--- src/rtl/udp_tx_socket_arbiter_if.sv ---
// Bundle of the per-requester transmit socket signals and the shared UDP layer-4 side.
// The arbiter connects through the slave modport; the application/UDP side uses master.
interface udp_tx_socket_arbiter_if #(
    parameter int NUM_PORTS = 4
);
    logic [NUM_PORTS-1:0]    req_pending;
    logic [NUM_PORTS-1:0]    grant;
    logic [NUM_PORTS-1:0]    req_start;
    logic [16*NUM_PORTS-1:0] req_src_port;
    logic [16*NUM_PORTS-1:0] req_dst_port;
    logic [32*NUM_PORTS-1:0] req_dst_ip;
    logic [16*NUM_PORTS-1:0] req_payload_len;
    logic [NUM_PORTS-1:0]    req_data_valid;
    logic [3*NUM_PORTS-1:0]  req_bytes_valid;
    logic [32*NUM_PORTS-1:0] req_data;
    logic [NUM_PORTS-1:0]    req_commit;
    logic [NUM_PORTS-1:0]    req_drop;
    logic                    out_ready;
    logic                    out_start;
    logic                    out_data_valid;
    logic                    out_commit;
    logic                    out_drop;
    logic [15:0]             out_src_port;
    logic [15:0]             out_dst_port;
    logic [31:0]             out_dst_ip;
    logic [15:0]             out_payload_len;
    logic [2:0]              out_bytes_valid;
    logic [31:0]             out_data;
    logic [15:0]             timeout_count;
    logic [2:0]              timeout_port;

    modport master (
        output req_pending, req_start, req_src_port, req_dst_port, req_dst_ip,
               req_payload_len, req_data_valid, req_bytes_valid, req_data,
               req_commit, req_drop, out_ready,
        input  grant, out_start, out_data_valid, out_commit, out_drop,
               out_src_port, out_dst_port, out_dst_ip, out_payload_len,
               out_bytes_valid, out_data, timeout_count, timeout_port
    );

    modport slave (
        input  req_pending, req_start, req_src_port, req_dst_port, req_dst_ip,
               req_payload_len, req_data_valid, req_bytes_valid, req_data,
               req_commit, req_drop, out_ready,
        output grant, out_start, out_data_valid, out_commit, out_drop,
               out_src_port, out_dst_port, out_dst_ip, out_payload_len,
               out_bytes_valid, out_data, timeout_count, timeout_port
    );
endinterface

--- src/rtl/udp_tx_socket_arbiter.sv ---
// Frame-granular round-robin arbiter sharing one UDP transmit socket between requesters,
// with a per-grant idle watchdog that reclaims the socket and aborts a started frame.
module udp_tx_socket_arbiter #(
    parameter int NUM_PORTS      = 4,
    parameter int TIMEOUT_CYCLES = 1024
) (
    input  logic                    clk,
    input  logic                    rst,
    udp_tx_socket_arbiter_if.slave  bus
);
    localparam int              WD_W    = $clog2(TIMEOUT_CYCLES);
    localparam logic [WD_W-1:0] WD_LAST = WD_W'(TIMEOUT_CYCLES - 1);

    typedef enum logic [1:0] {IDLE, ACTIVE, RELEASE} state_t;

    state_t               r_state;
    logic [NUM_PORTS-1:0] r_grant;
    logic [2:0]           r_sel;
    logic [2:0]           r_rr_last;
    logic [WD_W-1:0]      r_wdog;
    logic                 r_started;
    logic                 r_tmo_drop;
    logic [15:0]          r_timeout_count;
    logic [2:0]           r_timeout_port;

    // Per-port views padded to 8 entries so a 3-bit index always fits.
    logic [7:0]  w_pend, w_start, w_dv, w_commit, w_drop;
    logic [15:0] w_src [8];
    logic [15:0] w_dst [8];
    logic [31:0] w_ip  [8];
    logic [15:0] w_len [8];
    logic [2:0]  w_bv  [8];
    logic [31:0] w_dat [8];

    genvar gi;
    generate
        for (gi = 0; gi < 8; gi++) begin : g_port
            if (gi < NUM_PORTS) begin : g_used
                assign w_pend[gi]   = bus.req_pending[gi];
                assign w_start[gi]  = bus.req_start[gi];
                assign w_dv[gi]     = bus.req_data_valid[gi];
                assign w_commit[gi] = bus.req_commit[gi];
                assign w_drop[gi]   = bus.req_drop[gi];
                assign w_src[gi]    = bus.req_src_port[16*gi +: 16];
                assign w_dst[gi]    = bus.req_dst_port[16*gi +: 16];
                assign w_ip[gi]     = bus.req_dst_ip[32*gi +: 32];
                assign w_len[gi]    = bus.req_payload_len[16*gi +: 16];
                assign w_bv[gi]     = bus.req_bytes_valid[3*gi +: 3];
                assign w_dat[gi]    = bus.req_data[32*gi +: 32];
            end else begin : g_unused
                assign w_pend[gi]   = 1'b0;
                assign w_start[gi]  = 1'b0;
                assign w_dv[gi]     = 1'b0;
                assign w_commit[gi] = 1'b0;
                assign w_drop[gi]   = 1'b0;
                assign w_src[gi]    = '0;
                assign w_dst[gi]    = '0;
                assign w_ip[gi]     = '0;
                assign w_len[gi]    = '0;
                assign w_bv[gi]     = '0;
                assign w_dat[gi]    = '0;
            end
        end
    endgenerate

    // Round-robin pick: first pending port searching upward from rr_last+1, wrapping.
    logic [2:0] w_sel;
    logic       w_found;
    always_comb begin
        w_sel   = r_rr_last;
        w_found = 1'b0;
        for (int k = 1; k <= NUM_PORTS; k++) begin
            if (!w_found && w_pend[(int'(r_rr_last) + k) % NUM_PORTS]) begin
                w_found = 1'b1;
                w_sel   = 3'((int'(r_rr_last) + k) % NUM_PORTS);
            end
        end
    end

    // Granted-port strobes; zero outside ACTIVE so nothing leaks during RELEASE.
    logic w_active, w_g_start, w_g_dv, w_g_commit, w_g_drop, w_g_any;
    always_comb begin
        w_active   = (r_state == ACTIVE);
        w_g_start  = w_active & w_start[r_sel];
        w_g_dv     = w_active & w_dv[r_sel];
        w_g_commit = w_active & w_commit[r_sel];
        w_g_drop   = w_active & w_drop[r_sel];
        w_g_any    = w_g_start | w_g_dv | w_g_commit | w_g_drop;
    end

    always_comb begin
        bus.out_start       = w_g_start;
        bus.out_data_valid  = w_g_dv;
        bus.out_commit      = w_g_commit;
        bus.out_drop        = w_g_drop | r_tmo_drop;
        bus.out_src_port    = '0;
        bus.out_dst_port    = '0;
        bus.out_dst_ip      = '0;
        bus.out_payload_len = '0;
        bus.out_bytes_valid = '0;
        bus.out_data        = '0;
        if (w_active) begin
            bus.out_src_port    = w_src[r_sel];
            bus.out_dst_port    = w_dst[r_sel];
            bus.out_dst_ip      = w_ip[r_sel];
            bus.out_payload_len = w_len[r_sel];
            bus.out_bytes_valid = w_bv[r_sel];
            bus.out_data        = w_dat[r_sel];
        end
    end

    assign bus.grant         = r_grant;
    assign bus.timeout_count = r_timeout_count;
    assign bus.timeout_port  = r_timeout_port;

    always_ff @(posedge clk) begin
        if (rst) begin
            r_state         <= IDLE;
            r_grant         <= '0;
            r_sel           <= '0;
            r_rr_last       <= 3'(NUM_PORTS - 1);
            r_wdog          <= '0;
            r_started       <= 1'b0;
            r_tmo_drop      <= 1'b0;
            r_timeout_count <= '0;
            r_timeout_port  <= '0;
        end else begin
            r_tmo_drop <= 1'b0;
            case (r_state)
                IDLE: begin
                    if (bus.out_ready && w_found) begin
                        r_grant   <= NUM_PORTS'(1) << w_sel;
                        r_sel     <= w_sel;
                        r_rr_last <= w_sel;
                        r_wdog    <= '0;
                        r_started <= 1'b0;
                        r_state   <= ACTIVE;
                    end
                end
                ACTIVE: begin
                    if (w_g_start)
                        r_started <= 1'b1;
                    if (w_g_commit || w_g_drop) begin
                        r_grant <= '0;
                        r_state <= RELEASE;
                    end else if (w_g_any) begin
                        r_wdog <= '0;
                    end else if (r_wdog == WD_LAST) begin
                        // Forced release: abort downstream only if a frame was opened.
                        r_grant        <= '0;
                        r_state        <= RELEASE;
                        r_tmo_drop     <= r_started;
                        r_timeout_port <= r_sel;
                        if (r_timeout_count != 16'hFFFF)
                            r_timeout_count <= r_timeout_count + 16'd1;
                    end else begin
                        r_wdog <= r_wdog + 1'b1;
                    end
                end
                RELEASE: r_state <= IDLE;
                default: r_state <= IDLE;
            endcase
        end
    end
endmodule

--- src/flat_wrapper.sv ---
// flat-port wrapper written by rule: the top's interface ports become plain ports
module udp_tx_socket_arbiter_flat 
#(
    parameter int NUM_PORTS      = 4,
    parameter int TIMEOUT_CYCLES = 1024
)
  (clk, rst, bus_req_pending, bus_req_start, bus_req_src_port, bus_req_dst_port, bus_req_dst_ip, bus_req_payload_len, bus_req_data_valid, bus_req_bytes_valid, bus_req_data, bus_req_commit, bus_req_drop, bus_out_ready, bus_grant, bus_out_start, bus_out_data_valid, bus_out_commit, bus_out_drop, bus_out_src_port, bus_out_dst_port, bus_out_dst_ip, bus_out_payload_len, bus_out_bytes_valid, bus_out_data, bus_timeout_count, bus_timeout_port);
  udp_tx_socket_arbiter_if #(.NUM_PORTS(NUM_PORTS)) bus_i ();
  input  logic clk;
  input  logic rst;
  input wire logic [$bits(bus_i.req_pending)-1:0] bus_req_pending;
  input wire logic [$bits(bus_i.req_start)-1:0] bus_req_start;
  input wire logic [$bits(bus_i.req_src_port)-1:0] bus_req_src_port;
  input wire logic [$bits(bus_i.req_dst_port)-1:0] bus_req_dst_port;
  input wire logic [$bits(bus_i.req_dst_ip)-1:0] bus_req_dst_ip;
  input wire logic [$bits(bus_i.req_payload_len)-1:0] bus_req_payload_len;
  input wire logic [$bits(bus_i.req_data_valid)-1:0] bus_req_data_valid;
  input wire logic [$bits(bus_i.req_bytes_valid)-1:0] bus_req_bytes_valid;
  input wire logic [$bits(bus_i.req_data)-1:0] bus_req_data;
  input wire logic [$bits(bus_i.req_commit)-1:0] bus_req_commit;
  input wire logic [$bits(bus_i.req_drop)-1:0] bus_req_drop;
  input wire logic [$bits(bus_i.out_ready)-1:0] bus_out_ready;
  output wire logic [$bits(bus_i.grant)-1:0] bus_grant;
  output wire logic [$bits(bus_i.out_start)-1:0] bus_out_start;
  output wire logic [$bits(bus_i.out_data_valid)-1:0] bus_out_data_valid;
  output wire logic [$bits(bus_i.out_commit)-1:0] bus_out_commit;
  output wire logic [$bits(bus_i.out_drop)-1:0] bus_out_drop;
  output wire logic [$bits(bus_i.out_src_port)-1:0] bus_out_src_port;
  output wire logic [$bits(bus_i.out_dst_port)-1:0] bus_out_dst_port;
  output wire logic [$bits(bus_i.out_dst_ip)-1:0] bus_out_dst_ip;
  output wire logic [$bits(bus_i.out_payload_len)-1:0] bus_out_payload_len;
  output wire logic [$bits(bus_i.out_bytes_valid)-1:0] bus_out_bytes_valid;
  output wire logic [$bits(bus_i.out_data)-1:0] bus_out_data;
  output wire logic [$bits(bus_i.timeout_count)-1:0] bus_timeout_count;
  output wire logic [$bits(bus_i.timeout_port)-1:0] bus_timeout_port;
  assign bus_i.req_pending = bus_req_pending;
  assign bus_i.req_start = bus_req_start;
  assign bus_i.req_src_port = bus_req_src_port;
  assign bus_i.req_dst_port = bus_req_dst_port;
  assign bus_i.req_dst_ip = bus_req_dst_ip;
  assign bus_i.req_payload_len = bus_req_payload_len;
  assign bus_i.req_data_valid = bus_req_data_valid;
  assign bus_i.req_bytes_valid = bus_req_bytes_valid;
  assign bus_i.req_data = bus_req_data;
  assign bus_i.req_commit = bus_req_commit;
  assign bus_i.req_drop = bus_req_drop;
  assign bus_i.out_ready = bus_out_ready;
  assign bus_grant = bus_i.grant;
  assign bus_out_start = bus_i.out_start;
  assign bus_out_data_valid = bus_i.out_data_valid;
  assign bus_out_commit = bus_i.out_commit;
  assign bus_out_drop = bus_i.out_drop;
  assign bus_out_src_port = bus_i.out_src_port;
  assign bus_out_dst_port = bus_i.out_dst_port;
  assign bus_out_dst_ip = bus_i.out_dst_ip;
  assign bus_out_payload_len = bus_i.out_payload_len;
  assign bus_out_bytes_valid = bus_i.out_bytes_valid;
  assign bus_out_data = bus_i.out_data;
  assign bus_timeout_count = bus_i.timeout_count;
  assign bus_timeout_port = bus_i.timeout_port;
  udp_tx_socket_arbiter #(.NUM_PORTS(NUM_PORTS), .TIMEOUT_CYCLES(TIMEOUT_CYCLES)) u_core (.clk(clk), .rst(rst), .bus(bus_i));
endmodule
--- config.mk ---
export PLATFORM = sky130hd
export DESIGN_NAME = udp_tx_socket_arbiter_flat
export DESIGN_NICKNAME = d
export VERILOG_FILES = /design/src/rtl/udp_tx_socket_arbiter_if.sv /design/src/rtl/udp_tx_socket_arbiter.sv /design/src/flat_wrapper.sv
export SDC_FILE = /design/constraint.sdc
export NUM_CORES = 1
export LEC_CHECK = 0
export ABC_AREA = 1
export CAP_MARGIN = 20
export CORE_AREA = 3 3 242 244
export CTS_BUF_LIST = sky130_fd_sc_hd__clkbuf_16
export DETAILED_ROUTE_END_ITERATION = 6
export DIE_AREA = 0 0 245 247
export SLEW_MARGIN = 20
export SYNTH_ARGS = -nofsm -noshare
export SYNTH_HDL_FRONTEND = slang
export SYNTH_SLANG_ARGS = --single-unit
--- constraint.sdc ---
create_clock -name clk -period 3.7 [get_ports clk]
set_input_delay 1.11 -clock clk [delete_from_list [all_inputs] [get_ports clk]]
set_output_delay 1.11 -clock clk [all_outputs]
set_load 0.02 [all_outputs]
# [Word-level counts from Yosys, hierarchy flattened]
# Cells that the tools add are included.
[totals] in_bits=483 regBits=43 word_cells=140
[op_classes] n_addsub=6 muxes=70 order_cmp=6 eq_ne=9 bitwise_logic=17 reduce_logical=22 shift=1
[op_table] cell="32-bit binary-select mux with 3-bit select" n=2
[op_table] cell="32-bit 2-to-1 mux" n=6
[op_table] cell="16-bit binary-select mux with 3-bit select" n=3
[op_table] cell="16-bit 2-to-1 mux" n=9
[op_table] cell="10-bit 2-to-1 mux" n=4
[op_table] cell="1-bit binary-select mux with 3-bit select" n=8
[op_table] cell="3-bit 2-to-1 mux" n=7
[op_table] cell="3-bit by 5-bit < comparator with 1-bit output, second input constant" n=4
[op_table] cell="10-bit case mux with 2 select lines" n=1
[op_table] cell="1-bit 2-to-1 mux" n=18
[op_table] cell="16-bit by 1-bit adder with 16-bit output, second input constant" n=1
[op_table] cell="4-bit 2-to-1 mux" n=4
[op_table] cell="16-bit != test, second input constant" n=1
[op_table] cell="4-bit AND reduction" n=3
[op_table] cell="10-bit by 1-bit adder with 10-bit output, second input constant" n=1
[op_table] cell="10-bit equality test, second input constant" n=1
[op_table] cell="3-bit binary-select mux with 3-bit select" n=1
[op_table] cell="3-bit != test, second input constant" n=3
[op_table] cell="2-bit 2-to-1 mux" n=4
[op_table] cell="4-bit case mux with 2 select lines" n=1
[op_table] cell="2-bit OR reduction" n=4
[op_table] cell="3-bit AND reduction" n=2
[op_table] cell="5-bit AND reduction" n=1
[op_table] cell="5-bit OR reduction" n=1
[op_table] cell="other kinds (21)" n=41

# [Longest topological paths before layout]
# Gate-level depths: netlist of run 1.
[logic_depth] ltp_word=19 ltp_mapped=16 ltp_nobuf=13

# [Worst setup path before layout of run 1]
# No wires, ideal clock.
[synth_timing] kind="register to output" from="reg u_core.r_sel[0]" to="out bus_out_data[10]" path_slack_ns=0.905 path_stages_with_launch=9 arrival_ns=1.685 n_path_buf=4 path_cell_list="dfxtp_1 > buf_6 > buf_6 > clkbuf_1 > clkbuf_1 > nor2_1 > nor2_1 > o21ai_0 > a21oi_1"
[synth_between] elab_chain_cells=5
[synth_rtl] item="start, declared" line="udp_tx_socket_arbiter.sv:18" text="logic [2:0] r_sel;"
[synth_rtl] item="start signal, assigned" line="udp_tx_socket_arbiter.sv:133" text="r_sel <= w_sel;"
[synth_rtl] item="3-bit inverter with 4-bit output (not written as such)" line="udp_tx_socket_arbiter.sv:108" text="bus.out_data = w_dat[r_sel];"
[synth_rtl] item="32-bit binary-select mux with 3-bit select" line="udp_tx_socket_arbiter.sv:108"
[synth_rtl] item="32-bit 2-to-1 mux (not written as such) (2 in a row)" line="udp_tx_socket_arbiter.sv:108"
[synth_rtl] item="32-bit 2-to-1 mux" line="udp_tx_socket_arbiter.sv:102" text="if (w_active) begin"
[synth_rtl] item="end, declared" line="flat_wrapper.sv:33" text="output wire logic [$bits(bus_i.out_data)-1:0] bus_out_data;"
# No other way between the ends. The select of a mux whose other input is x is not followed.

# [Final worst setup path of run 1]
[layout_timing] from="in bus_req_dst_port[38]" to="out bus_out_dst_port[6]"
[layout_between] elab_chain_cells=4
[layout_rtl] item="start, declared" line="flat_wrapper.sv:14" text="input wire logic [$bits(bus_i.req_dst_port)-1:0] bus_req_dst_port;"
[layout_rtl] item="16-bit binary-select mux with 3-bit select" line="udp_tx_socket_arbiter.sv:104" text="bus.out_dst_port = w_dst[r_sel];"
[layout_rtl] item="16-bit 2-to-1 mux (not written as such) (2 in a row)" line="udp_tx_socket_arbiter.sv:104"
[layout_rtl] item="16-bit 2-to-1 mux" line="udp_tx_socket_arbiter.sv:102"
[layout_rtl] item="end, declared" line="flat_wrapper.sv:29" text="output wire logic [$bits(bus_i.out_dst_port)-1:0] bus_out_dst_port;"
# No other way between the ends. The select of a mux whose other input is x is not followed.

==> summary.md, run 1 <==
| Metric | Value |
|---|---|
| Synth top area cells | `nor2_1 (29%), o21ai_0 (19%), dfxtp_1 (13%)` |
| Total power | `7.81 mW` |
| Final setup fails | `0` |
| Global Route Usage Sum | `15.5%` |
| Worst Setup SP | `bus_req_dst_port[38]` |
| Max_cap viols | `0` |
| H-tree Lvls | `2` |
| Crit Path Class | `in -> out` |
| DR WL met2 | `23.9 mm` |
| Chip Height | `247 um` |
| Crit path time final | `3.64 ns` |
| Yosys reg bits | `42` |
| Mean routed wirelength per cell | `18.9 um` |
| Die width | `245 um` |
| PwrDens | `551 nW/um^2` |
| Crit path capture type | `output port` |
| Number of unique standard cell types used by synthesis | `28` |
| Clock Pin Slew Worst Setup and Hold Paths | `approximately 0.060 ns` |
| CP Cell Sequence | `clkdlybuf4s50_1, nor2_1, nor2_1, o21ai_0, a21oi_1, clkdlybuf4s50_1` |
| Drt drc | `0` |
| DP HPWL | `42.3 mm` |
| Max Slew Vio Count | `0` |
| RSZ-0062 raised after global routing | `false` |
| Grt ovf | `0` |
| Share of cells above drive strength 1 | `6.65%` |
| Clock Latency Late Sink | `0.29 ns` |
| Synth warn | `0` |
| Crit path max fanout | `1` |
| Hold Violations, Final | `0` |
| Via density | `4.05` |
| FMAX | `0.274 GHz` |
| Syn_nets | `~1,800` |
| Reg-to-reg slack, setup | `0.95 ns` |
| Root buffer cell | `clkbuf_16` |
| Leading cell type in the layout, fill and taps excluded | `clkdlybuf4s50_1` |
| Core Rows | `between 80 and 90` |
| Core region area | `56,500 sq um` |
| Area occupied by multi-input gates | `roughly 4900 sq um` |
| First-pass GRT wire length | `just under 70 mm` |
| PortBufs | `624` |
| CP max-delay cell | `clkdlybuf4s50_1` |
| Drt total wl | `50.3 mm` |
| Hold_buf cts | `0` |
| Area growth, synth to finish | `121%` |
| Sequential cell area | `848 sq um` |
| Nets@finish | `2,393` |
| Measured slew at the worst slew-check pin | `0.777 ns` |
| Syn_area_per_cell | `4.90 sq um` |
| Vias in the first global route | `10,500` |
| # clock sinks | `between 40 and 50` |
| Post-synthesis cell area | `around 6400 sq um` |
| Synth top area share | `29.1%` |
| WP depth | `6` |
| R2r startpoint | `u_core.r_sel[0]` |
| Largest net degree at the start of global routing | `76` |
| Sequential element share of the synthesized area | `between 10% and 20%` |
| Most frequent cells in the layout | `clkdlybuf4s50_1 (507), nor2_1 (497), o21ai_0 (235)` |
| CP peak stage delay | `0.62 ns` |
| Top sig layer | `met5` |
| Crit start category | `input pin` |
| Met3 WL | `5.40 mm` |
| Fill cell count | `between 6,000 and 7,000` |
| Leakage power | `6.17 nW` |
| Synth area leader | `nor2_1` |
| Post-Syn Instances | `1,309` |
| Initial Util | `11.3%` |
| Hold path startpoint | `u_core.bus.grant[3]` |
| Slew headroom | `between 40% and 50%` |
| IO Pins | `625` |
| Hold Crit Endpoint | `u_core.bus.grant[3]` |
| Die ar. | `60,500 sq um` |
| Core Util, Final | `25.1%` |
| Cell depth of the worst flop-to-flop path | `14` |
| Crit share post-route | `98.5%` |
| Arrival time worst endpoint | `2.53 ns` |
| TritonCTS buffer count | `5` |
| Initial antenna violation count | `15` |
| First DRT Iteration DRCs | `545` |
| CTS tree | `yes` |
| Vias | `10,800` |
| CTS Buffer Depth | `2` |
| Status | `completed` |
| Tightest Hold Check Type | `reg -> reg` |
| Worst hold stages | `2` |
| Delay-heaviest family, CP | `buffers and inverters` |
| VDD IR max | `around 0.38 mV` |
| DRT met1 WL | `20.0 mm` |
| Max Clock Skew | `0.0120 ns` |
| DRT Pass-1 Iters | `4` |
| CP Data Required Time | `2.59 ns` |
| Antenna viol nets, final | `0` |
| Worst r2r dst | `u_core.r_wdog[0]` |
| Routability Congestion | `0.913` |
| Buf/Inv on CP | `2` |
## worst register-to-register path: stages (launching register included)
cell	delay, ns
dfxtp_4	0.44
buf_4	0.19
buf_12	0.21
buf_12	0.17
nand2_1	0.06
nand3_1	0.12
nand2_1	0.21
nand2_1	0.16
buf_4	0.15
nand3_1	0.10
nor2_1	0.44
inv_1	0.12
nor2_1	0.11
nand2_1	0.06
a21oi_1	0.13
## cells by family after synthesis
logic type | share of synthesized area, %
DFF | 13.1
AOI/OAI and AO/OA | 30.6
buffers and inverters | 10.0
adders and majority gates | 0.390
xor gates and xnor gates | 2.05
and+or+nand+nor | 43.8
## worst max path at each step
stage | endpoint | slack [ns]
finish | bus_out_dst_port[6] | 0.06
global route | bus_out_dst_port[1] | 0.004
CTS | bus_out_dst_port[9] | 0.0005
detailed placement | bus_out_payload_len[15] | -0.62
global placement | bus_out_payload_len[15] | -0.67
floorplan | bus_out_data[10] | 0.90
## metrics by stage
| stage | setup slack, ns | cells | hold slack, ns | setup TNS, ns | cell area, sq um |
|---|---|---|---|---|---|
| after floorplan | 0.905 | 1309 | 0.425 | 0 | 6410 |
| after global placement | -0.671 | 2655 | 0.457 | -6.21 | 14000 |
| after detailed placement | -0.622 | 2655 | 0.460 | -5.93 | 14000 |
| after CTS | 0.000500 | 2663 | 0.468 | 0 | 14100 |
| after global routing | 0.00418 | 2666 | 0.503 | 0 | 14200 |
| final | 0.0567 | 2669 | 0.467 | 0 | 14200 |
## what timing repair did
| item | 4_1_cts | 5_1_grt |
|---|---|---|
| pin swaps | 0 | 0 |
| cloned | 0 | 0 |
| buffers inserted | 0 | 2 |
| setup endpoints to repair | 61 | 39 |
| resized for setup | 69 | 42 |
## cell type report
class / count / share of cell area [%]
clock buffer: 5 / 0.884
timing repair buffer: 695 / 49.9
clock inverter: 3 / 0.0972
multi-input combinational: 1109 / 34.8
inverter: 55 / 1.53
sequential: 42 / 5.99
tap: 756 / 6.68
antenna: 4 / 0.0707
## synthesized netlist by cell type
master / n
inv_4: 1
nand3_4: 1
nor3_1: 5
nand4_1: 20
nand2_1: 124
nand2_2: 5
nand3_1: 41
nor3b_1: 2
xor2_1: 10
buf_1: 13
a21oi_1: 148
nor2_1: 497
dfxtp_1: 42
clkbuf_1: 81
ha_1: 2
o211ai_1: 2
or2_2: 2
buf_2: 4
inv_2: 4
nand3b_1: 2
xnor2_1: 5
inv_1: 50
buf_8: 1
o21bai_1: 2
buf_6: 4
o21ai_0: 238
nor3b_4: 1
nor2_2: 2
## power by group
| part | switching, mW | internal, mW | total [mW] |
|---|---|---|---|
| clock network | 0.182 | 0.245 | 0.427 |
| registers | 0.0958 | 0.518 | 0.614 |
| logic | 4.16 | 2.61 | 6.77 |
| total | 4.44 | 3.37 | 7.81 |
## sequential cells by signal (all words and copies together), names as in the netlist
signal / cells
u_core.r_rr_last: 3
u_core.bus.timeout_count: 16
u_core.r_sel: 2
u_core.r_started: 1
u_core.bus.grant: 4
u_core.r_tmo_drop: 1
u_core.r_wdog: 10
u_core.r_state: 2
u_core.bus.timeout_port: 3
## routing by layer
layer / track usage (%) / vias up
li1: - / 5480
met1: 17.9 / 4772
met2: 27.2 / 504
met3: 5.86 / 46
met4: 3.21 / 2
met5: 0 / -
(Power assumes the default switching activity.)
==> run 2, diff against run 1 <==
--- a/config.mk
+++ b/config.mk
@@ -8,7 +8,6 @@
 export ABC_AREA = 1
 export CAP_MARGIN = 20
 export CORE_AREA = 3 3 242 244
-export CTS_BUF_LIST = sky130_fd_sc_hd__clkbuf_16
 export DETAILED_ROUTE_END_ITERATION = 6
 export DIE_AREA = 0 0 245 247
 export SLEW_MARGIN = 20
==> run 2 against run 1 <==
Die area unchanged. Design area did not move. Core utilization is the same. Power is essentially flat. Clock power hardly changed. Critical path type unchanged. Critical endpoint unchanged.
==> summary.md, run 2 (synthesis gave the netlist of run 1 again) <==
| Metric | Value |
|---|---|
| Vias in the first global route | `10,500` |
| Sw Share | `56.8%` |
| Max Clock Skew | `0.0120 ns` |
| Clock Pin Slew Worst Setup and Hold Paths | `0.06 ns` |
| Area growth, synth to finish | `121%` |
| NetSw | `between 4 and 5 mW` |
| CP peak stage delay | `about 0.62 ns` |
| FMAX | `~0.27 GHz` |
| Leakage power | `between 6 and 7 nW` |
| Measured slew at the worst slew-check pin | `~0.78 ns` |
| Mean routed wirelength per cell | `18.9 um` |
| Crit start category | `input pin` |
| Most frequent cells in the layout | `clkdlybuf4s50_1 (507), nor2_1 (497), o21ai_0 (235)` |
| PortBufs | `roughly 620` |
| Share of cells above drive strength 1 | `6.65%` |
| TritonCTS buffer count | `5` |
| Leading cell type in the layout, fill and taps excluded | `clkdlybuf4s50_1` |
| Arrival time worst endpoint | `2.53 ns` |
| Root buffer cell | `clkbuf_16` |
| CP max-delay cell | `clkdlybuf4s50_1` |
| First DRT Iteration DRCs | `540` |
| Via density | `just over 4` |
| CTS Buffer Depth | `2` |
| Grt ovf | `0` |
| Hold Crit Endpoint | `u_core.bus.grant[3]` |
| Reg-to-reg slack, setup | `0.98 ns` |
| Final hold slack | `0.467 ns` |
| Largest net degree at the start of global routing | `76` |
| Logic pwr share | `86.6%` |
| Number of flip-flops in the largest register | `16` |
| First-pass GRT wire length | `69.5 mm` |
| Hold path startpoint | `u_core.bus.grant[3]` |
| Pint | `3.38 mW` |
| Routability Congestion | `0.913` |
| Status | `completed` |
| PwrDens | `around 550 nW/um^2` |
| # clock sinks | `42` |
| CP Data Required Time | `around 2.6 ns` |
| Clk network pwr share | `5.5%` |
| Antenna viol nets, final | `0` |
| IO Pins | `around 630` |
| Placed Instance Area | `14,000 sq um` |
| Total power | `approximately 7.8 mW` |
| VDD IR max | `0.379 mV` |
| DP HPWL | `42.3 mm` |
| Worst Setup SP | `bus_req_dst_port[38]` |
| Max_cap viols | `0` |
| Clock Latency Late Sink | `0.29 ns` |
| Max Slew Vio Count | `0` |
| Die ar. | `between 60,000 and 70,000 sq um` |
| Worst hold stages | `2` |
| Crit path capture type | `output port` |
| Chip Height | `247 um` |
| Core region area | `56,500 sq um` |
| Vias | `10,800` |
| Drt drc | `0` |
| Initial Util | `11.3%` |
| Hold_buf cts | `0` |
| Hold Violations, Final | `0` |
| R2r startpoint | `u_core.r_sel[0]` |
| Die width | `245 um` |
| Cell depth of the worst flop-to-flop path | `14` |
| Crit path time final | `3.64 ns` |
| H-tree Lvls | `2` |
| Drt total wl | `50.3 mm` |
| Nets@finish | `approximately 2,400` |
| CP Cell Sequence | `clkdlybuf4s50_1, nor2_1, nor2_1, o21ai_0, a21oi_1, clkdlybuf4s50_1` |
| Core Rows | `87` |
| Tightest Hold Check Type | `reg -> reg` |
| Global Route Usage Sum | `15.5%` |
| Slew headroom | `48.0%` |
| Final setup fails | `0` |
| CTS tree | `yes` |
| Worst r2r dst | `u_core.r_wdog[0]` |
| Crit share post-route | `98.5%` |
| Setup TNS Final | `0 ns` |
| RSZ-0062 raised after global routing | `false` |
| Crit path max fanout | `1` |
| Initial antenna violation count | `15` |
| Final instance area | `14,200 sq um` |
| Crit Path Class | `in -> out` |
| Reg power frac | `7.9%` |
| DRT Pass-1 Iters | `4` |
-- run 2: cell count changes in the layout (fill, tap and decap cells not counted) --
cell      before  now
clkbuf_1       0    1
inv_1         51   50
-- run 2: power by group through the flow --
stage / combinational (mW) / clock, mW / sequential (mW)
final: 6.76 / 0.430 / 0.614
after global routing: 7.42 / 0.462 / 0.625
after CTS: 6.88 / 0.441 / 0.638
after detailed placement: 7.03 / 0 / 0.647
after global placement: 7.04 / 0 / 0.647
after floorplan: 3.48 / 0 / 0.575
-- run 2: how the worst max path moves through the flow --
stage,slack [ns],end,depth (start not counted)
2_1_floorplan,0.90,bus_out_data[10],8
3_3_place_gp,-0.67,bus_out_payload_len[15],5
3_5_place_dp,-0.62,bus_out_payload_len[15],5
4_1_cts,0.0005,bus_out_dst_port[9],4
5_1_grt,0.004,bus_out_dst_port[1],6
6_report,0.06,bus_out_dst_port[6],6
-- run 2: routing by layer --
metal	vias up	part of all wire (%)	GRT usage, %
li1	5479	-	-
met1	4765	40	17.9
met2	515	47	27.2
met3	45	11	5.86
met4	2	2.1	3.21
met5	-	0.026	0
-- run 2: repair_timing --
action / in CTS / in global routing
setup buffers: 0 / 2
gates resized for setup: 69 / 42
setup endpoints to repair: 61 / 39
-- run 2: per-stage QoR --
stage,util [%],worst slack (ns),cells
floorplan,-,0.905,1309
global placement,24.8,-0.671,2655
detailed placement,24.8,-0.622,2655
CTS,24.9,0.000500,2663
global route,25.1,0.00418,2666
finish,25.1,0.0567,2669
-- run 2: area by class of cell --
cell class / instances / area (sq um)
diodes: 4 / 10.0
clock buffers: 6 / 129
clock inverters: 2 / 10.0
fillers: 6460 / 42300
inverters: 55 / 216
multi-input cells: 1109 / 4930
flip-flops and latches: 42 / 848
well taps: 756 / 946
repair buffers: 695 / 7070
-- run 2: worst max-delay path, delay by kind of cell --
kind / cells / cell delay (ns)
buffers and inverters: 2 / 1.08
and+or+nand+nor: 2 / 0.12
AOI/OAI and AO/OA: 2 / 0.23
==> run 3, diff against run 2 <==
--- a/config.mk
+++ b/config.mk
@@ -10,6 +10,7 @@
 export CORE_AREA = 3 3 242 244
 export DETAILED_ROUTE_END_ITERATION = 6
 export DIE_AREA = 0 0 245 247
+export HOLD_SLACK_MARGIN = 0.15
 export SLEW_MARGIN = 20
 export SYNTH_ARGS = -nofsm -noshare
 export SYNTH_HDL_FRONTEND = slang
==> results of run 3 <==
The final DEF is identical to that of run 2; final timing and power are the same.
==> variant 1: new RTL, settings of run 2 <==
`NUM_PORTS` is set to 4 in 3 places; all go to 5.
--- a/src/rtl/udp_tx_socket_arbiter_if.sv
+++ b/src/rtl/udp_tx_socket_arbiter_if.sv
@@ -1,7 +1,7 @@
 // Bundle of the per-requester transmit socket signals and the shared UDP layer-4 side.
 // The arbiter connects through the slave modport; the application/UDP side uses master.
 interface udp_tx_socket_arbiter_if #(
-    parameter int NUM_PORTS = 4
+    parameter int NUM_PORTS = 5
 );
     logic [NUM_PORTS-1:0]    req_pending;
     logic [NUM_PORTS-1:0]    grant;
--- a/src/rtl/udp_tx_socket_arbiter.sv
+++ b/src/rtl/udp_tx_socket_arbiter.sv
@@ -1,7 +1,7 @@
 // Frame-granular round-robin arbiter sharing one UDP transmit socket between requesters,
 // with a per-grant idle watchdog that reclaims the socket and aborts a started frame.
 module udp_tx_socket_arbiter #(
-    parameter int NUM_PORTS      = 4,
+    parameter int NUM_PORTS      = 5,
     parameter int TIMEOUT_CYCLES = 1024
 ) (
     input  logic                    clk,
--- a/src/flat_wrapper.sv
+++ b/src/flat_wrapper.sv
@@ -1,7 +1,7 @@
 // flat-port wrapper written by rule: the top's interface ports become plain ports
 module udp_tx_socket_arbiter_flat 
 #(
-    parameter int NUM_PORTS      = 4,
+    parameter int NUM_PORTS      = 5,
     parameter int TIMEOUT_CYCLES = 1024
 )
   (clk, rst, bus_req_pending, bus_req_start, bus_req_src_port, bus_req_dst_port, bus_req_dst_ip, bus_req_payload_len, bus_req_data_valid, bus_req_bytes_valid, bus_req_data, bus_req_commit, bus_req_drop, bus_out_ready, bus_grant, bus_out_start, bus_out_data_valid, bus_out_commit, bus_out_drop, bus_out_src_port, bus_out_dst_port, bus_out_dst_ip, bus_out_payload_len, bus_out_bytes_valid, bus_out_data, bus_timeout_count, bus_timeout_port);
Interface: changed (12 resized); port bits go from 625 to 746. No check against the original RTL was run, so the function may have changed too.
==> variant 1 against run 2 <==
Setup slack worse by 0.016 ns. Wire length is 21% higher. Power is 43% higher. Area after synthesis increased by 32%. Highest routed layer unchanged. Sequential cell count unchanged. Design area increased by 28%. Largest power group unchanged.
==> variant 1: results (changes against run 2) <==
INFO  run_status     result_of_the_run=finished, final reports clean
INFO  drt            vias=14,052 [+30%]
INFO  logic_synthesis synth.top_cells.by_count=sky130_fd_sc_hd__nand2_1, sky130_fd_sc_hd__nor2_1, sky130_fd_sc_hd__o21ai_0
INFO  placed_design  dpl-instance-area=17,500um^2 [+25%]
INFO  clock_network  clock_buffers_created_by_tritoncts=5 [unchanged]
INFO  clock_network  clock_insertion_delay_worst_skew=0.29ns [about the same]
INFO  worst_setup_path critical_path.startpoint=bus_req_data[62]
INFO  clock_network  post_cts_resized=111 [+61%]
INFO  logic_synthesis synth.yosys.seq_area_share=0.0993 [-0.0318]
INFO  logic_synthesis share_of_the_synthesized_netlist_area_taken_by_xor_and_xnor_gates=0.0103 [-0.0101]
INFO  logic_synthesis synth_compound_area_frac=0.344 [+0.0375]
INFO  logic_synthesis yosys-top-cells-area=sky130_fd_sc_hd__nand2_1, sky130_fd_sc_hd__o21ai_0, sky130_fd_sc_hd__nor2_1
INFO  power_and_ir_drop leakage=7.49nW [+21%]
INFO  global_route   grt_start_max_net_pins=98 [+29%]
INFO  placed_design  numPortBuffers=745 [+19%]
INFO  layout         fill_cells=6,193 [-4.1%]
INFO  placed_design  detailedPlacementHpwl=49,100um [+16%]
INFO  worst_setup_path worst_ep_arrival_time=2.55ns [+0.02 ns]
INFO  drt            wire_per_inst=19.5um [+3.6%]
INFO  worst_setup_path gate_family_responsible_for_the_most_delay_along_the_worst_path=buffers and inverters
INFO  placed_design  routabilityCongestion=0.946 [+3.6%]
INFO  sta            timing.max_slew.rel_slack=0.444 [-0.0363]
INFO  global_route   grtUsageTotal=0.183 [+0.0277]
INFO  drt            drt-initial-drc-count=741 [+37%]
INFO  layout         drive_above_1_share=0.130 [+0.0632]
INFO  clock_network  cts.repair_timing.setup_buffer_count=3 [+3]
INFO  power_and_ir_drop p_sw_frac=0.572 [+0.00399]
INFO  sta            fin_skew=0.00851ns [-0.00348 ns]
INFO  logic_synthesis netlist-cell-type-count=47 [+68%]
INFO  power_and_ir_drop max-vdd-ir-drop=0.537mV [+42%]
INFO  layout         layout_nets=2,991 [+25%]
INFO  logic_synthesis synth_fa_ha_area_frac=0.0467 [+0.0428]
INFO  global_route   grt_pass1_vias=13,293 [+27%]
INFO  global_route   grt_first_pass_wirelength=84,000um [+21%]
INFO  worst_setup_path slowest_delay=0.46ns [-0.16 ns]
INFO  layout         diodes=0 [-4]
INFO  hold_path      timing.hold.worst.start=u_core.r_started
INFO  logic_synthesis syn_nets=2,248 [+25%]
INFO  logic_synthesis ys_dominant_reg_cell=sky130_fd_sc_hd__dfxtp_1
INFO  global_route   grt_antenna_before_repair=5 [-10]
INFO  worst_setup_path rr_startpoint=u_core.r_rr_last[1]
INFO  drt            drtPass1Iterations=5 [+1]
[variant 1: worst paths after layout]
kind | slack (ns) | to | cells after the start
worst max-delay path | 0.04 | bus_out_data[30] | 7
worst max register to register | 0.11 | u_core.bus.grant[0] | 31
worst min-delay path | 0.46 | u_core.r_started | 2
worst min register to register | 0.46 | u_core.r_started | 2
[variant 1: power groups by stage]
stage	Clock, mW	Sequential, mW	Combinational [mW]
after global placement	0	0.544	9.23
after floorplan	0	0.553	5.36
after global routing	0.454	0.539	11.1
after detailed placement	0	0.544	9.24
final	0.427	0.535	10.2
after CTS	0.435	0.534	9.16
[variant 1: routing by layer]
layer | wire length [um] | vias up | share of wire | track usage
li1 | - | 6944 | - | -
met1 | 25100 | 6415 | 0.41 | 0.227
met2 | 28700 | 607 | 0.47 | 0.310
met3 | 5580 | 80 | 0.092 | 0.0529
met4 | 1440 | 6 | 0.024 | 0.0431
met5 | 43 | - | 0.00071 | 0
[variant 1: cells by family after synthesis]
| group | after synthesis |
|---|---|
| buf+inv | 213 |
| xor+xnor | 10 |
| simple gates | 773 |
| flops | 42 |
| compound gates | 545 |
| fa+ha+maj | 31 |
[variant 1: through the flow]
stage | utilization | std cells | worst slack, ns
floorplan | - | 1614 | -0.271
global placement | 0.309 | 3083 | -0.702
detailed placement | 0.309 | 3083 | -0.694
CTS | 0.311 | 3095 | 0.000373
global route | 0.320 | 3114 | -0.139
finish | 0.320 | 3114 | 0.0405
[variant 1: area by class of cell]
cell class / count / area, um^2 / area share
well taps: 756 / 946 / 0.0524
repair buffers: 863 / 8580 / 0.475
multi-input cells: 1360 / 7200 / 0.398
flip-flops and latches: 42 / 850 / 0.0470
inverters: 85 / 355 / 0.0197
clock inverters: 2 / 10.0 / 0.000554
clock buffers: 6 / 129 / 0.00713
==> variant 2: new RTL, settings of run 2 <==
Without the edit above. Make the reset (`rst`) asynchronous in one clocked block.
--- a/src/rtl/udp_tx_socket_arbiter.sv
+++ b/src/rtl/udp_tx_socket_arbiter.sv
@@ -113,7 +113,7 @@
     assign bus.timeout_count = r_timeout_count;
     assign bus.timeout_port  = r_timeout_port;
 
-    always_ff @(posedge clk) begin
+    always_ff @(posedge clk or posedge rst) begin
         if (rst) begin
             r_state         <= IDLE;
             r_grant         <= '0;
Check against the original RTL: not equivalent (a bounded check fails within 4 cycles, from zero or initial values and one cycle with rst high; the reset may be asserted at any time).
==> variant 2 against run 2 <==
Fmax decreased by 0.22%. Sequential cell count did not move. Design area rose by 1.2%. Critical path type unchanged. Highest routed layer is now met4. Wire length decreased by 14%. Setup slack lost 0.0082 ns. Final cell count decreased by 1.1%. Area after synthesis increased by 4.0%. Sequential share of layout area is 1.4 points higher. Power grew 5.5%.
==> variant 2: results (changes against run 2) <==
INFO  run_status     result_of_the_run=finished, final reports clean
INFO  layout         fin_util=0.254 [+0.00310]
INFO  power_and_ir_drop cellInternalPower=3.61mW [+6.9%]
INFO  logic_synthesis syn_nets=1,761 [-1.8%]
INFO  hold_path      timing.hold.worst.start=u_core.bus.grant[2]
INFO  drt            detail_route.wirelength.met1=18,100um [-9.1%]
INFO  drt            viasPerCell=3.91 [-3.4%]
INFO  logic_synthesis syn_area_cell=5.22um^2 [+6.7%]
INFO  global_route   use_met3=0.0275 [-0.0310]
INFO  global_route   grt.met1_usage=0.167 [-0.0123]
INFO  power_and_ir_drop max-vdd-ir-drop=0.321mV [-15%]
INFO  global_route   grt_pass1_vias=9,371 [-10%]
INFO  logic_synthesis share_of_the_synthesized_netlist_area_taken_by_xor_and_xnor_gates=0.0210 [+0.000529]
INFO  clock_network  post_cts_resized=60 [-13%]
INFO  sta            fin_skew=0.00693ns [-0.00506 ns]
INFO  drt            met3_wirelength=3600um [-34%]
INFO  power_and_ir_drop powerClk=439uW [+2%]
INFO  logic_synthesis synth_fa_ha_area_frac=0.00375 [-0.000150]
INFO  logic_synthesis post_synthesis_async_set_or_reset_flop_share=1.00 [+1.00]
INFO  worst_setup_path reg2reg_slack=1.17ns [+0.19 ns]
INFO  power_and_ir_drop leakage=6.65nW [+7.8%]
INFO  layout         fill_cells=6,315 [-2.2%]
INFO  global_route   grt_first_pass_wirelength=59,900um [-14%]
INFO  layout         layout.non_clock_inverters=71 [+29%]
INFO  layout         n_multi_input_combinational_cell=1,069 [-3.6%]
INFO  sta            whs=0.489ns [+0.0220 ns]
INFO  drt            highest-signal-layer=met4
==> variant 2: changes by cell type in the layout (fill, tap and decap cells not counted), moves of 14 or more <==
cell	before	now
sky130_fd_sc_hd__dfxtp_1	40	0
sky130_fd_sc_hd__buf_12	29	15
sky130_fd_sc_hd__o21ai_2	1	16
sky130_fd_sc_hd__dlymetal6s2s_1	32	54
sky130_fd_sc_hd__dfrtp_1	0	38
sky130_fd_sc_hd__a21oi_1	148	116
sky130_fd_sc_hd__nor2_1	497	479
==> variant 2: how the worst max path moves through the flow <==
stage                                      start                     end  slack (ns)  cells after the start
after CTS                 bus_req_payload_len[8]  bus_out_payload_len[8]       0.001                      6
after detailed placement         bus_req_drop[2]            bus_out_drop       -0.37                      9
final                         bus_req_dst_ip[76]      bus_out_dst_ip[12]        0.05                      6
after floorplan             bus_req_dst_port[15]    bus_out_dst_port[15]        0.93                      4
after global placement           bus_req_drop[2]            bus_out_drop       -0.41                      9
after global routing         bus_req_src_port[5]     bus_out_src_port[5]       0.006                      7
